--- config.mk ---
export PLATFORM = sky130hd
export DESIGN_NAME = serial_add
export DESIGN_NICKNAME = d
export VERILOG_FILES = /design/src/rtl/alu_pkg.sv /design/src/rtl/fulladder.sv /design/src/rtl/serial_add.sv
export SDC_FILE = /design/constraint.sdc
export NUM_CORES = 1
export LEC_CHECK = 0
export BUFFER_PORTS_ARGS = -buffer_cell sky130_fd_sc_hd__buf_2
export CAP_MARGIN = 10
export CORE_MARGIN = 2
export CORE_UTILIZATION = 45
export DETAILED_ROUTE_END_ITERATION = 12
export GPL_ROUTABILITY_DRIVEN = 1
export GPL_TIMING_DRIVEN = 0
export PLACE_DENSITY = 0.81
export SYNTH_ARGS = -nofsm -noshare
export SYNTH_HDL_FRONTEND = slang
export SYNTH_SLANG_ARGS = --single-unit
--- constraint.sdc ---
create_clock -name clk -period 1.2 [get_ports clk]
set_input_delay 0.24 -clock clk [delete_from_list [all_inputs] [get_ports clk]]
set_output_delay 0.24 -clock clk [all_outputs]
set_load 0.005 [all_outputs]
--- src/rtl/alu_pkg.sv ---
// Shared types for the serial adder, the ripple subtractor and the ALU wrapper:
// FSM state encoding, the NZCV flag bundle and the signed-overflow rule.
package alu_pkg;

    typedef enum logic [1:0] {
        IDLE = 2'd0,
        RUN  = 2'd1,
        DONE = 2'd2
    } add_state_t;

    typedef struct packed {
        logic n;
        logic z;
        logic c;
        logic v;
    } nzcv_t;

    // Two's-complement overflow: both operands share a sign that the result lacks.
    function automatic logic add_overflow(input logic a_msb, input logic b_msb,
                                          input logic s_msb);
        return (a_msb == b_msb) && (s_msb != a_msb);
    endfunction

endpackage

--- src/rtl/fulladder.sv ---
// Single-bit full adder: the addition twin of the full-subtractor cell.
module fulladder (
    input  logic a,
    input  logic b,
    input  logic cin,
    output logic s,
    output logic cout
);

    assign s    = a ^ b ^ cin;
    assign cout = (a & b) | (cin & (a ^ b));

endmodule

--- src/rtl/serial_add.sv ---
// Bit-serial two's-complement adder: one full-adder cell, LSB first, x+1 cycles
// from start to registered sum and NZCV flags.
//
// Handshake: start is accepted on any rising edge where the unit is not in RUN
// (IDLE or DONE); there is no backpressure, and start/a/b/cin are ignored while
// busy. done is a one-cycle pulse coinciding with the update of s/cout/NZCV.
module serial_add
    import alu_pkg::*;
#(
    parameter int x = 4
) (
    input  logic         clk,
    input  logic         rst_n,
    input  logic         start,
    input  logic [x-1:0] a,
    input  logic [x-1:0] b,
    input  logic         cin,
    output logic         busy,
    output logic         done,
    output logic [x-1:0] s,
    output logic         cout,
    output logic         N,
    output logic         Z,
    output logic         C,
    output logic         V,
    output logic [1:0]   state_dbg
);

    localparam int CW = $clog2(x);
    localparam logic [CW-1:0] LAST = CW'(x - 1);

    add_state_t    state;
    add_state_t    state_nx;
    logic [x-1:0]  a_sh;
    logic [x-1:0]  b_sh;
    logic [x-1:0]  sum_sh;
    logic          carry;
    logic [CW-1:0] cnt;
    logic          a_msb;
    logic          b_msb;
    logic          fa_s;
    logic          fa_c;
    logic          accept;
    nzcv_t         flags;

    fulladder u_fa (
        .a    (a_sh[0]),
        .b    (b_sh[0]),
        .cin  (carry),
        .s    (fa_s),
        .cout (fa_c)
    );

    assign accept = start && (state != RUN);

    always_ff @(posedge clk or negedge rst_n) begin
        if (!rst_n) state <= IDLE;
        else        state <= state_nx;
    end

    always_comb begin
        state_nx = state;
        case (state)
            IDLE:    if (start) state_nx = RUN;
            RUN:     if (cnt == LAST) state_nx = DONE;
            DONE:    state_nx = start ? RUN : IDLE;
            default: state_nx = IDLE;
        endcase
    end

    always_comb begin
        busy      = (state == RUN);
        state_dbg = state;
    end

    // Operand MSBs are kept aside because the shift registers drain to zero.
    always_ff @(posedge clk or negedge rst_n) begin
        if (!rst_n) begin
            a_sh   <= '0;
            b_sh   <= '0;
            sum_sh <= '0;
            carry  <= 1'b0;
            cnt    <= '0;
            a_msb  <= 1'b0;
            b_msb  <= 1'b0;
        end else if (accept) begin
            a_sh  <= a;
            b_sh  <= b;
            carry <= cin;
            cnt   <= '0;
            a_msb <= a[x-1];
            b_msb <= b[x-1];
        end else if (state == RUN) begin
            a_sh   <= a_sh >> 1;
            b_sh   <= b_sh >> 1;
            sum_sh <= {fa_s, sum_sh[x-1:1]};
            carry  <= fa_c;
            cnt    <= cnt + CW'(1);
        end
    end

    always_ff @(posedge clk or negedge rst_n) begin
        if (!rst_n) begin
            done  <= 1'b0;
            s     <= '0;
            cout  <= 1'b0;
            flags <= '0;
        end else begin
            done <= (state == DONE);
            if (state == DONE) begin
                s       <= sum_sh;
                cout    <= carry;
                flags.n <= sum_sh[x-1];
                flags.z <= (sum_sh == '0);
                flags.c <= carry;
                flags.v <= add_overflow(a_msb, b_msb, sum_sh[x-1]);
            end
        end
    end

    assign N = flags.n;
    assign Z = flags.z;
    assign C = flags.c;
    assign V = flags.v;

endmodule

==> results of run 1 <==
==> metrics by stage <==
step	worst slack [ns]	total power, mW
6_report	-0.158	3.84
5_1_grt	-0.221	4.14
4_1_cts	-0.234	3.62
3_5_place_dp	-0.101	2.85
3_3_place_gp	-0.0931	2.75
2_1_floorplan	0.0104	2.39
==> worst max-delay path, delay by kind of cell (launching register included) <==
| family | cells | cell delay (ns) |
|---|---|---|
| DFF | 1 | 0.40 |
| and+or+nand+nor | 1 | 0.17 |
| buffers and inverters | 3 | 0.23 |
==> repair_timing <==
action                                  in CTS  in global routing
endpoints found under the setup margin      10                 22
hold endpoints to repair                    27                  0
hold buffers                                 1                  0
gates resized for setup                     16                 11
pin swaps                                    0                  1
cloned                                       1                  0
buffers inserted                             6                  6
==> sequential cells by signal, indices dropped and copies added, names as in the netlist, 2 cells and up <==
register,flops
a_sh,4
s,4
state_dbg,2
b_sh,4
cnt,2
sum_sh,4
==> worst paths after layout <==
path	end	start	slack (ns)	cells after the start
min in group asynchronous	done	rst_n	0.44	2
max	busy	state_dbg[1]	-0.16	4
min reg2reg	V	V	0.50	2
min	a_msb	a[3]	0.16	2
max reg2reg	b_msb	state_dbg[1]	-0.08	5
max in group asynchronous	sum_sh[3]	rst_n	0.35	2
==> Yosys cell counts (all sizes together) <==
cell    count
dfrtp      27
nand2      25
mux2i      10
o21ai      10
buf         7
mux2        7
inv         3
nor2        3
nand2b      2
a21oi       1
and2        1
and3b       1
fa          1
ha          1
o22ai       1
or4         1
==> area by class of cell <==
| class | count | area (sq um) | share of cell area |
|---|---|---|---|
| flip-flops and latches | 27 | 677 | 0.440 |
| multi-input cells | 64 | 462 | 0.300 |
| repair buffers | 37 | 260 | 0.169 |
| plain buffers | 6 | 61.3 | 0.0398 |
| well taps | 30 | 37.5 | 0.0244 |
| clock buffers | 3 | 22.5 | 0.0146 |
| inverters | 3 | 13.8 | 0.00894 |
| clock inverters | 1 | 5.00 | 0.00325 |
==> metal layers <==
metal	up-vias	global-route usage	routed length [microns]
li1	412	-	-
met1	421	0.219	990
met2	21	0.268	1150
met3	2	0.0273	96
met4	0	0.0708	10
met5	-	0	0
==> cells by family (layout without fill, tap and decap cells) <==
family,Yosys count,in the layout,share of synthesized area
compound gates,12,12,0.0563
fa+ha+maj,2,2,0.0281
buf+inv,10,50,0.0509
flops,27,27,0.584
mux,17,17,0.155
simple gates,33,33,0.126
==> power by group <==
group,leakage (nW),switching [mW],internal (mW)
Sequential,0.340,0.286,1.30
Clock,0.0177,0.258,0.125
Combinational,0.467,0.768,1.10
==> flow_metrics.env, run 1 <==
export IMPL_power_density_nw_per_um2=2490
export IMPL_place_inst=155
export IMPL_min_path_type="in2reg"
export IMPL_critPathRequiredTime_ns=0.96
export IMPL_first_global_vias=821
export IMPL_hpwl_microns=1440
export IMPL_synth_warnings=0
export IMPL_start_util=0.471
export IMPL_area_growth_pct=33.1
export IMPL_antenna_cells=0
export IMPL_finalMaxSlewViolations=0
export IMPL_ys_seq_area_frac=0.584
export IMPL_finalCriticalPeriod_ns=1.36
export IMPL_synthTopCellsByArea="dfrtp_1 58%, mux2i_1 8.7%, nand2_1 8.1%"
export IMPL_start_kind="flip-flop"
export IMPL_setup_ws_ns=-0.158
export IMPL_io_buffers=24
export IMPL_max_vdd_ir_drop_mv=1.46
export IMPL_period_share=1.13
export IMPL_grt_antenna_before_repair=0
export IMPL_placed_area_sq_um=1310
export IMPL_finalSetupTns_ns=-0.563
export IMPL_skew_ns=0.000995
export IMPL_syn_nets=115
export IMPL_cts_path_max_buffers=2
export IMPL_ios=25
export IMPL_stdcell_area_sq_um=1540
export IMPL_clock_latency_ns=0.31
export IMPL_outcome="finished, violations left"
export IMPL_coreArea_sq_um=2450
export IMPL_h_tree_depth=1
export IMPL_ys_types=21
export IMPL_grt_start_max_net_pins=28
export IMPL_relSlewSlack=0.606
export IMPL_fillCellCount=209
export IMPL_avgRoutedWirePerCell_microns=13.1
export IMPL_grt_first_pass_wirelength_microns=3550
export IMPL_rsz0062_at_grt="yes"
export IMPL_layout_common_cells="26 x dfrtp_1, 23 x nand2_1, 21 x buf_2"
export IMPL_fp_dieArea_sq_um=2990
export IMPL_cts_tree="yes"
export IMPL_nNetsFinal=156
export IMPL_path_class="reg2out"
export IMPL_synth_top_area_frac=0.584
export IMPL_fp_dieH_microns=54.7
export IMPL_cp_common_cell="buf_6"
export IMPL_drc=0
export IMPL_clock_root_buffer="clkbuf_4"
export IMPL_num_vias=856
export IMPL_firstDrtPassIters=5
export IMPL_critPathMaxFanout=2
export IMPL_num_rows=18
export IMPL_drt_iter0_markers=10
export IMPL_path_cells="nand2b_4, inv_4, buf_6, buf_6"
export IMPL_crit_path_end_kind="primary output"
export IMPL_setup_viol=11
export IMPL_cts_sinks=27
export IMPL_max_cap_violations=0
export IMPL_worst_pin_slew_ns=0.592
export IMPL_final_util=0.627
export IMPL_syn_inst=101
export IMPL_hold_viol=0
export IMPL_final_common_cell="dfrtp_1"
export IMPL_fin_cells=171
export IMPL_cp_slowest_cell="dfrtp_1"
export IMPL_avgSynthCellArea_sq_um=11.4
export IMPL_holdWs_ns=0.162
export IMPL_syn_area_sq_um=1160
export IMPL_die_w_microns=54.7
export IMPL_cts_clk_slew_worst_paths_ns=0.14
export IMPL_numCtsBuffers=3
export IMPL_yosysTopAreaCell="dfrtp_1"
export IMPL_grt_overflow=0
export IMPL_ant_nets=0
export IMPL_violations="setup timing"
export IMPL_final_layout_size_suffix_gt1_frac=0.440
export IMPL_p_leak_nw=0.825
export IMPL_track_usage=0.166
export IMPL_fmax_ghz=0.736
export IMPL_wl_microns=2240
export IMPL_arrival_ns=1.12
export IMPL_place_congestion=0.701
export IMPL_synth_seq_cells=27
export IMPL_via_per_inst=5.01
export IMPL_slowest_delay_ns=0.40
(Power assumes the default switching activity.)
==> inputs of run 2 (changes only) <==
BUFFER_PORTS_ARGS = not set   (was -buffer_cell sky130_fd_sc_hd__buf_2)
DONT_BUFFER_PORTS = 1   (was not set)
PLACE_DENSITY = 0.72   (was 0.81)
==> flow_metrics.env, run 2 (synthesis results as in run 1) <==
export IMPL_cp_slowest_cell="dfrtp_1"
export IMPL_grt_antenna_before_repair=0
export IMPL_rsz0062_at_grt="yes"
export IMPL_crit_path_end_kind="primary output"
export IMPL_wl_microns=2170
export IMPL_ios=25
export IMPL_cts_clk_slew_worst_paths_ns=0.14
export IMPL_crit_family="flip-flops"
export IMPL_layout_common_cells="25 x dfrtp_1, 20 x nand2_1, 10 x mux2i_1"
export IMPL_grt_start_max_net_pins=28
export IMPL_coreArea_sq_um=2450
export IMPL_final_layout_size_suffix_gt1_frac=0.327
export IMPL_holdWs_ns=0.0620
export IMPL_fp_dieArea_sq_um=2990
export IMPL_nNetsFinal=128
export IMPL_hpwl_microns=1440
export IMPL_relSlewSlack=0.809
export IMPL_clock_latency_ns=0.32
export IMPL_setup_ws_ns=-0.131
export IMPL_p_leak_nw=0.691
export IMPL_path_class="reg2out"
export IMPL_finalCriticalPeriod_ns=1.33
export IMPL_grt_first_pass_wirelength_microns=3560
export IMPL_finalSetupTns_ns=-0.379
export IMPL_fp_dieH_microns=54.7
export IMPL_setup_viol=3
export IMPL_max_vdd_ir_drop_mv=1.49
export IMPL_power_density_nw_per_um2=2540
export IMPL_period_share=1.11
export IMPL_cts_sinks=27
export IMPL_num_rows=18
export IMPL_start_kind="flip-flop"
export IMPL_drc=0
export IMPL_via_per_inst=5.35
export IMPL_first_global_vias=813
export IMPL_place_congestion=0.717
export IMPL_skew_ns=0.00836
export IMPL_path_cells="nand2b_4, inv_4, buf_6"
export IMPL_final_common_cell="dfrtp_1"
export IMPL_finalMaxSlewViolations=0
export IMPL_violations="setup timing"
export IMPL_fmax_ghz=0.752
export IMPL_arrival_ns=1.09
export IMPL_die_w_microns=54.7
export IMPL_antenna_cells=0
export IMPL_avgRoutedWirePerCell_microns=15.2
export IMPL_numCtsBuffers=3
export IMPL_firstDrtPassIters=2
export IMPL_stdcell_area_sq_um=1380
export IMPL_fillCellCount=222
export IMPL_worst_pin_slew_ns=0.287
export IMPL_fin_cells=143
export IMPL_io_buffers=0
export IMPL_ant_nets=0
export IMPL_drt_iter0_markers=4
export IMPL_cts_path_max_buffers=2
export IMPL_hold_viol=0
export IMPL_critPathRequiredTime_ns=0.96
export IMPL_max_cap_violations=0
export IMPL_track_usage=0.173
export IMPL_area_growth_pct=18.9
export IMPL_start_util=0.471
export IMPL_place_inst=131
export IMPL_slowest_delay_ns=0.43
export IMPL_clock_root_buffer="clkbuf_4"
export IMPL_h_tree_depth=1
export IMPL_critPathMaxFanout=5
export IMPL_min_path_type="in2reg"
export IMPL_critPathBufInv=2
export IMPL_cts_tree="yes"
export IMPL_outcome="finished, violations left"
export IMPL_placed_area_sq_um=1190
export IMPL_grt_overflow=0
export IMPL_num_vias=765
## run 2: changes by cell type in the layout (fill, tap and decap cells not counted), sizes merged
cell,previous run,this run
buf,42,14
## run 2: layer usage
| metal | GRT usage | up-vias | part of all wire |
|---|---|---|---|
| li1 | - | 359 | - |
| met1 | 0.196 | 380 | 0.42 |
| met5 | 0 | - | 0 |
| met3 | 0.0710 | 2 | 0.066 |
| met4 | 0.0375 | 0 | 0.0069 |
| met2 | 0.302 | 24 | 0.50 |
## run 2: final cells by class
type / count / area (sq um) / area share
Tap cell: 30 / 37.5 / 0.0273
Buffer: 6 / 61.3 / 0.0446
Multi-Input combinational cell: 64 / 459 / 0.334
Clock buffer: 3 / 22.5 / 0.0164
Sequential cell: 27 / 678 / 0.493
Clock inverter: 1 / 5.00 / 0.00364
Inverter: 3 / 13.8 / 0.0100
Timing Repair Buffer: 9 / 97.6 / 0.0710
## run 2: report_power, final
group          internal (mW)  switching (mW)  total (mW)
Sequential              1.30           0.329        1.63
Combinational          0.825           0.658        1.48
Clock                  0.125           0.256       0.381
Total                   2.25            1.24        3.50
## run 2: timing repair
item,CTS,global route
hold buffers,2,0
pin swaps,0,1
endpoints found under the setup margin,22,24
resized for setup,13,15
endpoints found under the hold margin,27,0
gates cloned,2,0
setup buffers,2,3
## run 2: worst paths after layout
check                      depth (start not counted)   endpoint  slack [ns]    startpoint
setup / recovery                                   3       busy       -0.13  state_dbg[1]
hold / removal                                     1      a_msb        0.06          a[3]
setup reg to reg                                   5      b_msb       -0.12  state_dbg[1]
hold reg to reg                                    2    a_sh[1]        0.51       a_sh[2]
max in group asynchronous                          2  sum_sh[3]        0.71         rst_n
min in group asynchronous                          2          C        0.33         rst_n
## run 2: worst reg2reg max path: cells and delay by family, from the launching register on
family / cells / cell delay [ns]
flip-flops: 1 / 0.43
multiplexers: 1 / 0.29
AND/OR/NAND/NOR: 2 / 0.23
buffers and inverters: 2 / 0.26
## run 2: per-stage QoR
| stage | util | total power [mW] | worst slack (ns) |
|---|---|---|---|
| after floorplan | - | 2.39 | 0.0104 |
| after global placement | 0.486 | 2.55 | -0.0355 |
| after detailed placement | 0.486 | 2.65 | -0.0625 |
| after CTS | 0.538 | 3.37 | -0.241 |
| after global routing | 0.560 | 3.82 | -0.210 |
| final | 0.560 | 3.50 | -0.131 |
==> inputs of run 3 (changes only) <==
CORE_UTILIZATION = 42   (was 45)
PLACE_DENSITY = 0.69   (was 0.72)
==> flow_metrics.env, run 3 (synthesis results as in run 1) <==
export IMPL_firstDrtPassIters=2
export IMPL_arrival_ns=1.09
export IMPL_cp_slowest_cell="dfrtp_1"
export IMPL_p_leak_nw=0.645
export IMPL_io_buffers=0
export IMPL_place_congestion=0.714
export IMPL_start_util=0.430
export IMPL_area_growth_pct=13.1
export IMPL_crit_family="flip-flops"
export IMPL_grt_antenna_before_repair=0
export IMPL_final_common_cell="dfrtp_1"
export IMPL_layout_common_cells="25 x dfrtp_1, 24 x nand2_1, 10 x mux2i_1"
export IMPL_path_cells="nand2b_4, inv_8, buf_6"
export IMPL_fmax_ghz=0.754
export IMPL_ios=25
export IMPL_cts_path_max_buffers=2
export IMPL_globalRouteMet1Util=0.186
export IMPL_cts_clk_slew_worst_paths_ns=0.13
export IMPL_max_vdd_ir_drop_mv=1.66
export IMPL_grt_start_max_net_pins=28
export IMPL_grt_met3_usage=0.0599
export IMPL_antenna_cells=0
export IMPL_max_cap_violations=0
export IMPL_setup_ws_ns=-0.127
export IMPL_clock_root_buffer="clkbuf_4"
export IMPL_critPathBufInv=2
export IMPL_drt_iter0_markers=8
export IMPL_h_tree_depth=1
export IMPL_avgRoutedWirePerCell_microns=14.1
export IMPL_finalCriticalPeriod_ns=1.33
export IMPL_grt_first_pass_wirelength_microns=3440
export IMPL_place_ws_ns=-0.0592
export IMPL_relSlewSlack=0.811
export IMPL_first_global_vias=738
export IMPL_start_kind="flip-flop"
export IMPL_worst_pin_slew_ns=0.284
export IMPL_slowest_delay_ns=0.43
export IMPL_via_per_inst=5.14
export IMPL_hpwl_microns=1360
export IMPL_fp_dieArea_sq_um=3190
export IMPL_setup_viol=3
export IMPL_nNetsFinal=125
export IMPL_busiest_layer="met2"
export IMPL_violations="setup timing"
export IMPL_hold_viol=0
export IMPL_finalMaxSlewViolations=0
export IMPL_track_usage=0.137
export IMPL_p_total_mw=3.21
export IMPL_fp_dieH_microns=56.5
export IMPL_wl_microns=1990
export IMPL_path_class="reg2out"
export IMPL_crit_path_end_kind="primary output"
export IMPL_grt_overflow=0
export IMPL_drc=0
export IMPL_period_share=1.11
export IMPL_min_path_type="in2reg"
export IMPL_ant_nets=0
export IMPL_critPathRequiredTime_ns=0.96
export IMPL_numCtsBuffers=3
export IMPL_rsz0062_at_grt="yes"
export IMPL_num_vias=725
export IMPL_outcome="finished, violations left"
export IMPL_grt_use_met2=0.209
export IMPL_skew_ns=0.00369
export IMPL_power_density_nw_per_um2=2460
export IMPL_die_w_microns=56.5
export IMPL_coreArea_sq_um=2690
export IMPL_final_layout_size_suffix_gt1_frac=0.245
export IMPL_critPathMaxFanout=5
export IMPL_cts_sinks=27
export IMPL_clock_latency_ns=0.32
export IMPL_cts_tree="yes"
export IMPL_num_rows=19
==> run 3: changes by cell type in the layout (fill, tap and decap cells not counted), moves of 2 or more <==
| cell | previous run | this run |
|---|---|---|
| buf_4 | 3 | 6 |
| buf_6 | 9 | 3 |
| mux2_1 | 0 | 2 |
| mux2_4 | 2 | 0 |
| nand2_1 | 20 | 24 |
| nand2_2 | 3 | 1 |
| nand2_4 | 2 | 0 |
==> run 3: timing repair <==
item | in CTS | in global routing
pin swaps | 0 | 0
resized for setup | 13 | 2
hold endpoints to repair | 27 | 0
endpoints found under the setup margin | 15 | 22
setup buffers | 2 | 0
gates cloned | 2 | 0
hold buffers | 2 | 0
==> run 3: metal layers <==
| layer | part of all wire | vias up | wire length [microns] |
|---|---|---|---|
| li1 | - | 351 | - |
| met3 | 0.066 | 2 | 132 |
| met1 | 0.46 | 349 | 921 |
| met4 | 0.0065 | 0 | 13 |
| met5 | 0 | - | 0 |
| met2 | 0.46 | 23 | 920 |
==> run 3: final cells by class <==
| class | count | area, sq um |
|---|---|---|
| Clock buffer | 4 | 26.3 |
| Timing Repair Buffer | 6 | 60.1 |
| Inverter | 3 | 18.8 |
| Sequential cell | 27 | 678 |
| Tap cell | 31 | 38.8 |
| Multi-Input combinational cell | 64 | 432 |
| Buffer | 6 | 53.8 |
| Fill cell | 245 | 1380 |
==> run 3: final timing paths <==
path / from / to / slack, ns / cells past startpoint
max: state_dbg[1] / busy / -0.13 / 3
min: a[3] / a_msb / 0.04 / 1
max reg2reg: state_dbg[1] / b_msb / -0.08 / 4
min reg2reg: cnt[0] / cnt[0] / 0.50 / 1
max in group asynchronous: rst_n / sum_sh[3] / 0.69 / 2
min in group asynchronous: rst_n / cnt[1] / 0.35 / 2
==> run 3: power by group <==
part           switching (mW)  internal (mW)  leakage [nW]
Combinational           0.577          0.642         0.291
Clock                   0.243          0.130        0.0150
Sequential              0.319           1.30         0.339
Total                    1.14           2.07         0.645
==> run 3: through the flow <==
| stage | instance area [sq um] | util | cells | TNS (ns) | hold WS, ns |
|---|---|---|---|---|---|
| after floorplan | 1160 | - | 101 | 0 | -0.0556 |
| after global placement | 1190 | 0.445 | 132 | -0.0838 | -0.0550 |
| after detailed placement | 1190 | 0.445 | 132 | -0.221 | -0.0549 |
| after CTS | 1320 | 0.490 | 142 | -0.551 | 0.0333 |
| after global routing | 1310 | 0.487 | 141 | -0.411 | 0.0230 |
| final | 1310 | 0.487 | 141 | -0.274 | 0.0426 |
